--- config.mk ---
export PLATFORM = sky130hd
export DESIGN_NAME = ni_packetizer
export DESIGN_NICKNAME = d
export VERILOG_FILES = /design/src/rtl/ni_packetizer.sv
export SDC_FILE = /design/constraint.sdc
export NUM_CORES = 1
export LEC_CHECK = 0
export ABC_AREA = 0
export CAP_MARGIN = 20
export CELL_PAD_IN_SITES_DETAIL_PLACEMENT = 2
export CELL_PAD_IN_SITES_GLOBAL_PLACEMENT = 2
export CORE_MARGIN = 5
export CORE_UTILIZATION = 25
export DETAILED_ROUTE_END_ITERATION = 12
export PLACE_DENSITY = 0.81
export SYNTH_ARGS = -nofsm -noshare
export SYNTH_HDL_FRONTEND = slang
export SYNTH_SLANG_ARGS = --single-unit
--- constraint.sdc ---
create_clock -name clk -period 2.2 [get_ports clk]
set_clock_uncertainty 0.05 [all_clocks]
set_input_delay 0.44 -clock clk [delete_from_list [all_inputs] [get_ports clk]]
set_output_delay 0.44 -clock clk [all_outputs]
set_load 0.02 [all_outputs]
--- src/rtl/ni_packetizer.sv ---
// Network-interface transmitter: turns a packet request plus a payload word stream into
// header/body/tail flits for a router local input port. Optional macro NI_PARITY_EN.
module ni_packetizer #(
  parameter int DATA_WIDTH = 32,
  parameter int AXIS       = 4,
  parameter int MAX_LEN    = 255
) (
  input  logic                  clk,
  input  logic                  rst,
  input  logic [AXIS-1:0]       cur_addr,
  input  logic                  req_valid,
  output logic                  req_ready,
  input  logic [AXIS-1:0]       req_dst,
  input  logic [11:0]           req_len,
  input  logic [DATA_WIDTH-4:0] pl_data,
  input  logic                  pl_valid,
  output logic                  pl_ready,
  output logic [DATA_WIDTH-1:0] data_out,
  output logic                  valid_out,
  input  logic                  ready_in,
  output logic                  busy,
  output logic                  pkt_done,
  output logic                  len_err
);

`ifdef NI_PARITY_EN
  localparam int SEQ_W = DATA_WIDTH - 16 - 2 * AXIS;
`else
  localparam int SEQ_W = DATA_WIDTH - 15 - 2 * AXIS;
`endif

  localparam logic [2:0]       ID_HEAD   = 3'b001;
  localparam logic [2:0]       ID_BODY   = 3'b010;
  localparam logic [2:0]       ID_TAIL   = 3'b100;
  localparam logic [11:0]      MAX_LEN_C = 12'(MAX_LEN);
  localparam logic [SEQ_W-1:0] SEQ_ONE   = {{(SEQ_W - 1){1'b0}}, 1'b1};

  typedef enum logic [1:0] {
    IDLE = 2'd0,
    HEAD = 2'd1,
    BODY = 2'd2
  } state_e;

  state_e                  state_q, state_d;
  logic [11:0]             rem_q, rem_d;
  logic [SEQ_W-1:0]        seq_q, seq_d;
  logic                    valid_q, valid_d;
  logic [DATA_WIDTH-1:0]   data_q, data_d;
  logic                    pkt_done_q, pkt_done_d;
  logic                    len_err_q, len_err_d;
  logic                    busy_q, busy_d;

  logic                    xfer_s;
  logic                    out_free_s;
  logic                    tail_xfer_s;
  logic                    req_ready_s;
  logic                    pl_ready_s;
  logic                    len_bad_s;
  logic [11:0]             len_p1_s;

  // Bit 0 carries even parity over the rest of the flit when parity is enabled.
  function automatic logic [DATA_WIDTH-1:0] add_parity(input logic [DATA_WIDTH-1:0] flit);
    logic [DATA_WIDTH-1:0] f;
    f = flit;
`ifdef NI_PARITY_EN
    f[0] = ^f[DATA_WIDTH-1:1];
`endif
    return f;
  endfunction

  function automatic logic [DATA_WIDTH-1:0] make_header(
    input logic [11:0]      len_p1,
    input logic [AXIS-1:0]  dst,
    input logic [AXIS-1:0]  src,
    input logic [SEQ_W-1:0] seq
  );
`ifdef NI_PARITY_EN
    return add_parity({ID_HEAD, len_p1, dst, src, seq, 1'b0});
`else
    return add_parity({ID_HEAD, len_p1, dst, src, seq});
`endif
  endfunction

  assign xfer_s      = valid_q && ready_in;
  assign out_free_s  = !valid_q || ready_in;
  assign tail_xfer_s = xfer_s && (state_q == BODY) && (data_q[DATA_WIDTH-1:DATA_WIDTH-3] == ID_TAIL);
  assign len_bad_s   = (req_len == 12'd0) || (req_len > MAX_LEN_C);
  assign len_p1_s    = req_len + 12'd1;

  // Next-state, handshake and output-register load logic.
  always_comb begin
    state_d     = state_q;
    rem_d       = rem_q;
    seq_d       = seq_q;
    valid_d     = valid_q;
    data_d      = data_q;
    pkt_done_d  = 1'b0;
    len_err_d   = 1'b0;
    req_ready_s = 1'b0;
    pl_ready_s  = 1'b0;

    if (xfer_s) begin
      valid_d = 1'b0;
    end else begin
      valid_d = valid_q;
    end

    case (state_q)
      IDLE: begin
        req_ready_s = out_free_s;
      end
      HEAD: begin
        pl_ready_s = out_free_s && (rem_q != 12'd0);
        if (xfer_s) begin
          seq_d   = seq_q + SEQ_ONE;
          state_d = BODY;
        end else begin
          state_d = HEAD;
        end
      end
      BODY: begin
        pl_ready_s = out_free_s && (rem_q != 12'd0);
        // The tail handshake frees the register, so a new request can load its header now.
        if (tail_xfer_s) begin
          pkt_done_d  = 1'b1;
          state_d     = IDLE;
          req_ready_s = 1'b1;
        end else begin
          state_d = BODY;
        end
      end
      default: begin
        state_d = IDLE;
        valid_d = 1'b0;
      end
    endcase

    if (req_valid && req_ready_s) begin
      if (len_bad_s) begin
        len_err_d = 1'b1;
      end else begin
        data_d  = make_header(len_p1_s, req_dst, cur_addr, seq_q);
        valid_d = 1'b1;
        rem_d   = req_len;
        state_d = HEAD;
      end
    end else begin
      len_err_d = 1'b0;
    end

    if (pl_valid && pl_ready_s) begin
      data_d  = add_parity({(rem_q == 12'd1) ? ID_TAIL : ID_BODY, pl_data});
      valid_d = 1'b1;
      rem_d   = rem_q - 12'd1;
      state_d = BODY;
    end else begin
      rem_d = rem_d;
    end

    busy_d = (state_d != IDLE) || valid_d;
  end

  // State, counters and registered outputs.
  always_ff @(posedge clk or posedge rst) begin
    if (rst) begin
      state_q    <= IDLE;
      rem_q      <= 12'd0;
      seq_q      <= '0;
      valid_q    <= 1'b0;
      data_q     <= '0;
      pkt_done_q <= 1'b0;
      len_err_q  <= 1'b0;
      busy_q     <= 1'b0;
    end else begin
      state_q    <= state_d;
      rem_q      <= rem_d;
      seq_q      <= seq_d;
      valid_q    <= valid_d;
      data_q     <= data_d;
      pkt_done_q <= pkt_done_d;
      len_err_q  <= len_err_d;
      busy_q     <= busy_d;
    end
  end

  assign req_ready = req_ready_s;
  assign pl_ready  = pl_ready_s;
  assign data_out  = data_q;
  assign valid_out = valid_q;
  assign busy      = busy_q;
  assign pkt_done  = pkt_done_q;
  assign len_err   = len_err_q;

endmodule
==> run metrics, run 1 <==
outcome=finished with violations; failing checks=setup timing; vias per inst=4.753; Starting DRT DRC Count=98; synth warn=0; CTS root buf=clkbuf_16; Max Clk Rate=447.0 MHz; Mapped Cells=321; Internal=2838 uW; ANT cells=0; drt total wl=12.84 mm; pin count of the biggest net entering global routing=60; Area Growth Syn to Fin=65.18%; final slew viol count=0; Leakage=0.002180 uW; sequential-to-total area share from yosys stat=0.4789; Rel. slew slack=0.7021; RD Place Congestion=0.8339; hold buffer count at cts=0; cell taking the most area after synthesis=dfrtp_1; Clock Power Share=0.340; hpwl dp=8.534 mm; Psw=1318 uW; final setup vio count=2; Max Root-Sink Buffers=2; Die H=121.1 um; TritonCTS Buffers=9; slowest CP cell=or4_4; average cell area after synthesis=9.604 um^2; Worst Hold Class=flop to flop; first-pass GRT wire length=20.19 mm; nets@finish=527; number of port buffers=91; DRT antenna net count=0; part of the cycle the worst path needs=1.017; Remaining Overflow, GRT=0; critical path endpoint category=flop; Clk Latency, worst-skew pair=0.33 ns; final-layout fill cell count=1,248; Crit path max-delay family=simple AND/OR/NAND/NOR gates; WP buf/inv=2; Wirelength per Cell=20.19 um; syn nets=385; Hold Fails Final Rpt=0; min cycle time layout=2.237 ns; CTS tree=yes; starting density of the core=0.2556; total track usage=0.1776; Sw Share=0.3171; Initial DRT Pass Iterations=4; Netlist cell types=46; layout cell share with drive strength beyond 1=0.2265; Vias=3,023; total chip power=4156 uW; final core area utilization=0.4222; # clock sinks=59; Setup Crit Path Kind=flop to flop; Synth top area share=0.4789; initial antenna violation count=0; die width=121.1 um; max cap viols=0; core footprint=12,060 um^2; Critical Path Start Type=flop; CTS clk-pin slew, worst paths=0.06 ns; Die ar.=14,650 um^2; sequential power share=0.350; synthesized flop and latch total=59; Post-Place Cells=613; DRC=0; Logic pwr share=0.310; num ports=92; Arr. time, crit path=2.40 ns; Netlist Area Pre-Place=3083 um^2; number of global-route vias before repair=3,569; largest cells by area after synthesis=dfrtp_1 (48%), nand2_1 (7.2%), mux2i_1 (4.9%); maximum VDD drop=0.4013 mV; Worst path max stage delay=0.53 ns; Final WS setup=-0.03722 ns; FF-to-FF setup slack=-0.04 ns; RSZ-0062 raised after global routing=true; std cell rows=40; H-Tree Depth=3; Tightest Pin Transition=0.4459 ns; Critical Path RT=2.37 ns; Final Non-Filler Cells=636; cell breakdown of the critical path=buf_4 -> buf_4 -> or4_4 -> or4_4 -> or3_1 -> o221a_2; CP max FO=3; PwrDens=816.1 nW/um^2
-- final timing paths --
kind,start,end,cells past startpoint
setup / recovery,rem_q[1]$_DFFE_PP0P_,rem_q[7]$_DFFE_PP0P_,6
max in group asynchronous,rst,data_out[30]$_DFFE_PP0P_,3
min in group asynchronous,rst,data_out[11]$_DFFE_PP0P_,3
hold / removal,seq_q[8]$_DFFE_PP0N_,seq_q[8]$_DFFE_PP0N_,1
hold reg to reg,seq_q[8]$_DFFE_PP0N_,seq_q[8]$_DFFE_PP0N_,1
setup reg to reg,rem_q[1]$_DFFE_PP0P_,rem_q[7]$_DFFE_PP0P_,6
-- cells in the mapped netlist, drive strengths merged --
| master | number |
|---|---|
| clkbuf | 9 |
| nor3b | 1 |
| or4 | 4 |
| o211ai | 2 |
| nand4 | 5 |
| o21bai | 1 |
| inv | 9 |
| buf | 8 |
| nand2b | 1 |
| xnor2 | 13 |
| nor3 | 5 |
| o2bb2ai | 1 |
| xor2 | 3 |
| nand2 | 59 |
| o21ai | 11 |
| nor2 | 34 |
| or2 | 1 |
| a22o | 4 |
| a21o | 1 |
| and4 | 1 |
| nand3 | 12 |
| dfrtp | 59 |
| a21oi | 9 |
| ha | 10 |
| a31oi | 19 |
| nand4bb | 1 |
| nor4 | 3 |
| or3 | 1 |
| or3b | 2 |
| mux2i | 15 |
| o221a | 6 |
| and3 | 4 |
| mux2 | 5 |
| or4b | 1 |
| a22oi | 1 |
-- metrics by stage --
step / cell area (um^2) / hold slack (ns) / setup TNS (ns) / worst slack [ns]
global placement: 4531 / 0.4117 / -14.78 / -0.4085
floorplan: 3089 / 0.3947 / 0 / 0.01381
finish: 5092 / 0.4253 / -0.06964 / -0.03722
global route: 5092 / 0.4606 / -0.3152 / -0.08580
detailed placement: 4531 / 0.4198 / -23.32 / -0.6168
CTS: 4949 / 0.4309 / -0.05376 / -0.03866
-- worst reg2reg max path: stages, from the launching register on --
cell and delay [ns]:
dfrtp_1 0.40, buf_4 0.14, buf_4 0.13, or4_4 0.53, or4_4 0.43, or3_1 0.32, o221a_2 0.13
-- per-layer routing --
layer	wire length, um	track usage
met5	0	0
met4	206	0.05949
met3	286	0.02378
met2	7165	0.3328
met1	5181	0.2062
-- cell families (layout without fill, tap and decap cells) --
kind of cell               count (synthesis)  after routing  share of synthesized area
and+or+nand+nor                          135            135                     0.2045
DFF                                       59             59                     0.4789
AOI/OAI and AO/OA                         55             55                     0.1205
buffers and inverters                     26            173                    0.04058
muxes                                     20             20                    0.06940
xor gates and xnor gates                  16             16                    0.04546
adders and majority gates                 10             10                    0.04058
-- what timing repair did --
action                                 CTS  global route
buffers inserted                         3             4
gates resized for setup                 31            25
pin swaps                                4            12
setup endpoints to repair               46            45
endpoints found under the hold margin    0             0
-- cell usage in the layout, fill, tap and decap left out, types with 7 or more instances in the layout --
master	count
a21oi_1	7
a31oi_1	18
buf_4	46
clkbuf_16	9
clkdlybuf4s50_1	86
dfrtp_1	59
ha_1	8
mux2i_1	13
nand2_1	58
nand3_1	11
nor2_1	32
o21ai_1	9
xnor2_1	13
-- power by group through the flow --
stage	combinational (uW)	clock [uW]	sequential, uW
6_report	1290	1410	1460
5_1_grt	1380	1490	1480
4_1_cts	1200	1420	1430
3_5_place_dp	1140	0	1430
3_3_place_gp	1080	0	1420
2_1_floorplan	385	0	1540
-- flip-flops by register name, indices dropped and copies added, names as in the netlist --
| signal | count |
|---|---|
| valid_out | 1 |
| rem_q | 12 |
| seq_q | 9 |
| pkt_done | 1 |
| data_out | 32 |
| busy | 1 |
| len_err | 1 |
| state_q | 2 |
-- layout make-up --
| type | instances | area [um^2] | area share |
|---|---|---|---|
| Clock buffer | 14 | 254.0 | 0.04988 |
| Clock inverter | 2 | 35.03 | 0.006880 |
| Timing Repair Buffer | 148 | 1423 | 0.2794 |
| Tap cell | 168 | 210.2 | 0.04128 |
| Inverter | 9 | 33.78 | 0.006634 |
| Sequential cell | 59 | 1476 | 0.2899 |
| Multi-Input combinational cell | 236 | 1660 | 0.3260 |
Power figures use the tool's default switching activity.
==> run 2, diff against run 1 <==
CORE_MARGIN = 2   (was 5)
==> run metrics, run 2 (same netlist as run 1, synthesis figures left out) <==
maximum VDD drop=0.4921 mV (+23%); Vias=3,248 (+7.4%); Rel. slew slack=0.7269 (+0.02483); Worst Hold Class=flop to flop; Max Clk Rate=427.0 MHz (-4.5%); CTS tree=yes; H-Tree Depth=3 (unchanged); pin count of the biggest net entering global routing=60 (unchanged); Die ar.=13,240 um^2 (-9.7%); drt total wl=15.54 mm (+21%); initial antenna violation count=0 (unchanged); num ports=92 (unchanged); core footprint=12,010 um^2 (-0.42%); Starting DRT DRC Count=197 (+100%); Wirelength per Cell=24.75 um (+23%); met3 WL=448 um (+57%); max cap viols=0 (unchanged); WHS=0.4532 ns (+0.02793 ns); Critical Path Start Type=flop; nets@finish=541 (+2.7%); Remaining Overflow, GRT=0 (unchanged); Leakage=0.002282 uW (+4.7%); post-route cell area=5205 um^2 (+2.2%); std cell rows=40 (unchanged); final core area utilization=0.4333 (+0.01113); commonest non-fill, non-tap cells in the layout=clkdlybuf4s50_1 (85), dfrtp_1 (59), buf_4 (59); Post-DP Area=4516 um^2 (-0.33%); most common cell after layout, fill and taps aside=clkdlybuf4s50_1; number of flip-flops under the largest register name=32 (unchanged); CTS root buf=clkbuf_16; top routing layer in use=met4; Final Non-Filler Cells=628 (-1.3%); Area Growth Syn to Fin=68.83%; part of the cycle the worst path needs=1.064 (+0.04756); final slew viol count=0 (unchanged); Metal-1 WL=6.258 mm (+21%); total track usage=0.2020 (+0.02444); Final WS setup=-0.1418 ns (-0.1046 ns); # clock sinks=59 (unchanged); number of port buffers=91 (unchanged); Post-Place Cells=595 (-2.9%); Max Root-Sink Buffers=2 (unchanged); layout cell share with drive strength beyond 1=0.2620 (+0.03546); failing checks=setup timing; outcome=finished with violations; Hold Fails Final Rpt=0 (unchanged); first-pass GRT wire length=20.11 mm (-0.41%); number of global-route vias before repair=3,634 (+1.8%); met2 WL post-DR=8.191 mm (+14%); RD Place Congestion=0.8147 (-2.3%); PwrDens=847.4 nW/um^2 (+3.8%); ANT cells=0 (unchanged); vias per inst=5.172 (+8.8%); hpwl dp=8.329 mm (-2.4%); TritonCTS Buffers=9 (unchanged); final setup vio count=13 (+11); DRC=0 (unchanged); Critical Path RT=2.36 ns (about the same); Arr. time, crit path=2.50 ns (+0.10 ns); critical path endpoint category=flop; Clk Latency, worst-skew pair=0.34 ns (about the same); Die H=115.1 um (-5.0%); RSZ-0062 raised after global routing=true; starting density of the core=0.2567 (+0.001065); Setup Crit Path Kind=flop to flop; DRT antenna net count=0 (unchanged); die width=115.1 um (-5.0%); Initial DRT Pass Iterations=4 (unchanged); CP max FO=6 (+3); Tightest Pin Transition=0.4067 ns (-0.03920 ns); min cycle time layout=2.342 ns (+0.1046 ns); CTS clk-pin slew, worst paths=0.05 ns (about the same)
==> run 2: final timing paths <==
kind	start	end	slack (ns)	cells past startpoint
worst min-delay path	data_out[27]$_DFFE_PP0P_	data_out[27]$_DFFE_PP0P_	0.45	1
max in group asynchronous	rst	data_out[17]$_DFFE_PP0P_	1.33	3
min in group asynchronous	rst	data_out[21]$_DFFE_PP0P_	0.49	3
worst max-delay path	rem_q[0]$_DFFE_PP0P_	rem_q[3]$_DFFE_PP0P_	-0.14	9
worst min register to register	data_out[27]$_DFFE_PP0P_	data_out[27]$_DFFE_PP0P_	0.45	1
worst max register to register	rem_q[0]$_DFFE_PP0P_	rem_q[3]$_DFFE_PP0P_	-0.14	9
==> run 2: what timing repair did <==
item,4_1_cts,5_1_grt
hold buffers,0,0
gates cloned,0,2
gates resized for setup,34,29
buffers inserted,3,13
hold endpoints to repair,0,0
setup endpoints to repair,44,43
pin swaps,10,14
==> run 2: critical path, cell delays in order (launching register included) <==
cell and delay (ns):
dfrtp_1 0.42, inv_2 0.10, ha_4 0.14, or3b_4 0.41, nor2_4 0.19, buf_6 0.13
a21oi_4 0.06, buf_6 0.14, mux2_4 0.31, o221a_1 0.26
==> run 2: through the flow <==
stage,power [uW],setup WS [ns],setup TNS (ns)
6_report,4411,-0.1418,-0.7185
2_1_floorplan,1925,0.01381,0
4_1_cts,4088,-0.008207,-0.008207
3_3_place_gp,2500,-0.3641,-14.64
3_5_place_dp,2580,-0.4692,-18.87
5_1_grt,4585,-0.1907,-1.450
==> run 2: power by group <==
part           switching, uW  internal [uW]
clock network            567            862
logic                    746            763
registers                201           1270
total                   1510           2900
==> run 2: area by class of cell <==
cell class	instances	area [um^2]
flip-flops and latches	59	1476
multi-input cells	236	1670
fillers	1253	6807
clock inverters	6	57.56
inverters	9	33.78
repair buffers	162	1558
clock buffers	9	225.2
well taps	147	183.9
==> run 2: metal layers <==
| metal | vias to the layer above | track usage |
|---|---|---|
| met2 | 87 | 0.3655 |
| met5 | - | 0 |
| met3 | 44 | 0.02952 |
| met4 | 0 | 0.1124 |
| met1 | 1680 | 0.2272 |
| li1 | 1437 | - |
